==> src/rtl/msg_modulator.sv <==
// Serial message modulator: latches a message on a send edge and shifts it out MSB-first,
// one programmable-length symbol per bit, as OOK, FSK, NRZ or Manchester.
module msg_modulator #(
  parameter int MSG_W = 5,
  parameter int DIV_W = 8,
  parameter int SYM_W = 16
) (
  input  logic             clk,
  input  logic             rst,
  input  logic             send,
  input  logic             abort,
  input  logic [MSG_W-1:0] msg,
  input  logic [1:0]       mode,
  input  logic [DIV_W-1:0] div_hi,
  input  logic [DIV_W-1:0] div_lo,
  input  logic [SYM_W-1:0] sym_len,
  output logic             out,
  output logic             busy,
  output logic             done
);

  localparam int BIT_W = (MSG_W > 1) ? $clog2(MSG_W) : 1;

  typedef enum logic [1:0] {S_IDLE, S_SEND, S_DONE} state_t;
  typedef enum logic [1:0] {M_OOK = 2'b00, M_FSK = 2'b01, M_NRZ = 2'b10, M_MAN = 2'b11} mode_t;

  state_t           state, state_n;
  logic             send_q;
  logic [MSG_W-1:0] msg_r, msg_n;
  mode_t            mode_r, mode_n;
  logic [DIV_W-1:0] div_hi_r, div_hi_n, div_lo_r, div_lo_n;
  logic [SYM_W-1:0] len_r, len_n, len_in;
  logic [BIT_W-1:0] bit_idx, bit_n;
  logic [SYM_W-1:0] sym_cnt, sym_n;
  logic [DIV_W-1:0] car_cnt, car_cnt_n, cur_div;
  logic             car_lvl, car_lvl_n;
  logic             out_n, drive, accept, bit_v;

  always_ff @(posedge clk or posedge rst) begin
    if (rst) begin
      state    <= S_IDLE;
      send_q   <= 1'b0;
      msg_r    <= '0;
      mode_r   <= M_OOK;
      div_hi_r <= '0;
      div_lo_r <= '0;
      len_r    <= '0;
      bit_idx  <= '0;
      sym_cnt  <= '0;
      car_cnt  <= '0;
      car_lvl  <= 1'b0;
      out      <= 1'b0;
    end else begin
      state    <= state_n;
      send_q   <= send;
      msg_r    <= msg_n;
      mode_r   <= mode_n;
      div_hi_r <= div_hi_n;
      div_lo_r <= div_lo_n;
      len_r    <= len_n;
      bit_idx  <= bit_n;
      sym_cnt  <= sym_n;
      car_cnt  <= car_cnt_n;
      car_lvl  <= car_lvl_n;
      out      <= out_n;
    end
  end

  assign busy = (state == S_SEND);
  assign done = (state == S_DONE);

  always_comb begin
    state_n   = state;
    msg_n     = msg_r;
    mode_n    = mode_r;
    div_hi_n  = div_hi_r;
    div_lo_n  = div_lo_r;
    len_n     = len_r;
    bit_n     = bit_idx;
    sym_n     = sym_cnt;
    car_cnt_n = car_cnt;
    car_lvl_n = car_lvl;
    drive     = 1'b0;
    out_n     = 1'b0;
    bit_v     = 1'b0;
    accept    = send && !send_q;

    len_in = (sym_len == '0) ? SYM_W'(1) : sym_len;
    if (mode_t'(mode) == M_MAN && len_in < SYM_W'(2))
      len_in = SYM_W'(2);

    cur_div = (mode_r == M_FSK && !msg_r[bit_idx]) ? div_lo_r : div_hi_r;

    // Everything is computed for the *next* cycle's symbol position so that
    // the registered output already shows the MSB's first cycle at accept.
    case (state)
      S_SEND: begin
        if (abort) begin
          state_n = S_IDLE;
        end else if (sym_cnt == len_r - SYM_W'(1)) begin
          if (bit_idx == '0) begin
            state_n = S_DONE;
          end else begin
            bit_n     = bit_idx - BIT_W'(1);
            sym_n     = '0;
            car_cnt_n = '0;
            car_lvl_n = 1'b1;
            drive     = 1'b1;
          end
        end else begin
          sym_n = sym_cnt + SYM_W'(1);
          if (car_cnt == cur_div) begin
            car_cnt_n = '0;
            car_lvl_n = ~car_lvl;
          end else begin
            car_cnt_n = car_cnt + DIV_W'(1);
          end
          drive = 1'b1;
        end
      end
      default: begin
        // A fresh edge sampled at the end of DONE is accepted directly.
        state_n = S_IDLE;
        if (accept) begin
          state_n   = S_SEND;
          msg_n     = msg;
          mode_n    = mode_t'(mode);
          div_hi_n  = div_hi;
          div_lo_n  = div_lo;
          len_n     = len_in;
          bit_n     = BIT_W'(MSG_W - 1);
          sym_n     = '0;
          car_cnt_n = '0;
          car_lvl_n = 1'b1;
          drive     = 1'b1;
        end
      end
    endcase

    if (drive) begin
      bit_v = msg_n[bit_n];
      case (mode_n)
        M_OOK:   out_n = bit_v & car_lvl_n;
        M_FSK:   out_n = car_lvl_n;
        M_NRZ:   out_n = bit_v;
        default: out_n = (sym_n < (len_n >> 1)) ? ~bit_v : bit_v;
      endcase
    end
  end

endmodule

==> config.mk <==
export PLATFORM = sky130hd
export DESIGN_NAME = msg_modulator
export DESIGN_NICKNAME = d
export VERILOG_FILES = /design/src/rtl/msg_modulator.sv
export SDC_FILE = /design/constraint.sdc
export NUM_CORES = 1
export LEC_CHECK = 0
export ABC_AREA = 1
export CAP_MARGIN = 40
export CORE_MARGIN = 2
export CORE_UTILIZATION = 40
export CTS_CLUSTER_DIAMETER = 80
export DETAILED_ROUTE_END_ITERATION = 16
export PLACE_DENSITY = 0.62
export REMOVE_ABC_BUFFERS = 1
export SLEW_MARGIN = 20
export SYNTH_ARGS = -nofsm -noshare
export SYNTH_HDL_FRONTEND = slang
export SYNTH_SLANG_ARGS = --single-unit
==> constraint.sdc <==
create_clock -name clk -period 3.9 [get_ports clk]
set_clock_uncertainty 0.2 [all_clocks]
set_input_delay 0.78 -clock clk [delete_from_list [all_inputs] [get_ports clk]]
set_output_delay 0.78 -clock clk [all_outputs]
set_load 0.01 [all_outputs]
==> results.json <==
{
  "syn_to_final_growth_pct": 30.81,
  "cap_violations": 0,
  "peakVddDrop_uv": 263.2,
  "fin_area_sq_um": 6604,
  "place_ws_ns": -0.2242,
  "period_share_pct": 95.92,
  "core-area_sq_um": 12470,
  "drtAntennaViolNets": 0,
  "cts_tree": "yes",
  "yosys-top-cells-count": "nand2_1 (168), inv_1 (116), dfrtp_1 (71)",
  "worstPathArrival_ns": 3.81,
  "place_congestion": 0.9265,
  "cts_inserted_buffers": 9,
  "io_buffer_count": 45,
  "drc_errors": 0,
  "avgSynthCellArea_sq_um": 6.993,
  "vias": 5070,
  "num_antenna_cells": 0,
  "synth_cells": 722,
  "antenna_found_initial": 0,
  "setup_viol": 0,
  "grt_pass1_wl_mm": 24.44,
  "leakagePower_nw": 3.202,
  "crit_path_frequent_cell": "nand2_1",
  "synthArstFlopShare_pct": 100.0,
  "sequentialPowerShare_pct": 31.8,
  "placed_cell_area_sq_um": 6067,
  "swShare_pct": 37.33,
  "worst_setup_hold_path_clk_slew_ns": 0.06,
  "slowest_stage": "dfrtp_1",
  "synth_edf_count": 0,
  "htree_num_levels": 3,
  "final_core_util_pct": 52.98,
  "clock_sinks": 71,
  "cts-hold-fix-buffers": 0,
  "yosysWarnings": 0,
  "ys_types": 44,
  "fmaxAchievable_mhz": 267.3,
  "synth-seq-cells": 71,
  "overflow": 0,
  "worstMarginPinSlew_ns": 0.8108,
  "drt_wl_total_mm": 15.30,
  "floorplan.initialDensity_pct": 40.50,
  "worst_slack_ns": 0.1591,
  "avgViaCountPerCell": 5.065,
  "chipHeight_microns": 116.3,
  "relSlewSlack_pct": 45.59,
  "grt_pass1_vias": 4925,
  "track_usage_pct": 23.60,
  "critical_path_class": "reg2reg",
  "end_kind": "flip-flop",
  "cts_root_buf": "clkbuf_16",
  "status": "finished clean",
  "dieArea_sq_um": 13540,
  "pin_count": 46,
  "critPathLaunchType": "flip-flop",
  "slew_violations": 0,
  "die_w_microns": 116.3,
  "final_nets": 887,
  "hold_viol": 0,
  "syn_area_sq_um": 5049,
  "p_sw_w": 0.001204,
  "synth_area_leader_cell": "dfrtp_1",
  "first_pass_iters": 5,
  "cts_max_path_buffers": 2,
  "drt_iter0_drc": 330,
  "cp_slowest_stage_delay_ns": 0.42,
  "dpl.cell_count": 978,
  "period_needed_ns": 3.741,
  "worstHoldPathType": "reg2reg",
  "ys_seq_area_share_pct": 35.19,
  "yosys-top-cells-area": "dfrtp_1 (35%), nand2_1 (12%), inv_1 (8.6%)",
  "worstSkewPairLatency_ns": 0.34,
  "critPathRequiredTime_ns": 3.97,
  "grt_max_degree": 42,
  "hpwl_mm": 12.03,
  "fin_cells": 1001,
  "power.internal_w": 0.002021,
  "ys.flop_type": "dfrtp_1",
  "rows": 41,
  "drive_gt1_share_pct": 16.53,
  "clock_power_share_pct": 27.1,
  "powerDensity_nw_per_um2": 488.3,
  "rsz0062_at_grt": "yes",
  "p_comb_share_pct": 41.2,
  "wl_per_cell_microns": 15.28,
  "crit_fanout": 7,
  "synth_top_area_share_pct": 35.19,
  "yosysMostFrequentCell": "nand2_1"
}
## timing repair
action	CTS	global route
setup endpoints to repair	0	1
resized for setup	0	43
hold endpoints to repair	0	0
buffers inserted	0	8
## per-stage QoR
stage	hold WS [ns]	TNS [ns]	power [W]
CTS	0.2668	0	0.003124
global route	0.2853	-0.1051	0.003463
global placement	0.2485	-0.2392	0.002212
finish	0.2650	0	0.003225
floorplan	0.2367	-2.081	0.001772
detailed placement	0.2531	-0.2242	0.002235
## kinds of logic after synthesis
kind of cell | share of synthesized area, %
flip-flops | 35.19
multiplexers | 0.1983
XOR/XNOR | 5.725
buffers and inverters | 10.31
AND/OR/NAND/NOR | 29.19
adder cells (fa/ha/maj) | 4.709
AO/OA/AOI/OAI | 14.67
## layout by cell type (no fill, tap or decap), drive strengths merged, types with 2 or more instances in the layout
master / synthesis / layout
xor2: 25 / 25
a22oi: 5 / 5
nor4: 2 / 2
a31oi: 3 / 3
buf: 8 / 64
nor3: 15 / 15
o22ai: 16 / 16
a21oi: 39 / 39
nand3b: 6 / 6
nand2: 173 / 173
ha: 19 / 19
nor2: 67 / 67
clkbuf: 9 / 11
nand4: 15 / 15
o311ai: 2 / 2
or2: 4 / 4
xnor2: 8 / 8
o21ai: 57 / 57
clkinv: 1 / 3
o21a: 2 / 2
clkdlybuf4s50: 0 / 45
dfrtp: 71 / 71
inv: 119 / 119
o211ai: 4 / 4
bufinv: 0 / 2
nand3: 44 / 44
## final timing paths
path	cells after the start	start	slack (ns)	end
setup / recovery	27	len_r[6]	0.16	out
hold / removal	2	div_lo_r[5]	0.26	div_lo_r[5]
setup reg to reg	27	len_r[6]	0.16	out
hold reg to reg	2	div_lo_r[5]	0.26	div_lo_r[5]
max in group asynchronous	3	rst	2.05	len_r[3]
min in group asynchronous	2	rst	0.66	sym_cnt[12]
## final cells by class
type,instances,area [sq um]
fill,1232,5862
multi-input combinational,514,2912
sequential,71,1779
timing repair buffer,109,934.6
inverter,120,450.4
clock buffer,11,242.7
tap,172,215.2
clock inverter,4,70.07
## routing by layer
metal / GRT usage [%] / up-vias / routed length [microns]
met1: 29.88 / 2351 / 6685
li1: - / 2544 / -
met4: 10.79 / 0 / 513
met2: 40.78 / 141 / 7497
met5: 0 / - / 0
met3: 2.283 / 34 / 601
## critical path, delay by kind of cell, from the launching register on
family	cells	cell delay, ns
AO/OA/AOI/OAI	6	0.67
buffers and inverters	4	0.35
AND/OR/NAND/NOR	16	1.67
adder cells (fa/ha/maj)	1	0.35
flip-flops	1	0.42
## registers in the layout, indices dropped and copies added, names as in the netlist
name / count
mode_r: 2
div_hi_r: 8
state: 2
bit_idx: 3
div_lo_r: 8
out: 1
len_r: 16
sym_cnt: 16
send_q: 1
car_cnt: 8
car_lvl: 1
msg_r: 5
## power by group through the flow
stage               clock [W]  sequential [W]  combinational (W)
floorplan                   0        0.000987           0.000785
global placement            0         0.00102            0.00119
detailed placement          0         0.00103            0.00121
CTS                  0.000894         0.00101            0.00122
global route         0.000923         0.00104            0.00149
finish               0.000873         0.00102            0.00133
Power figures use the tool's default switching activity.
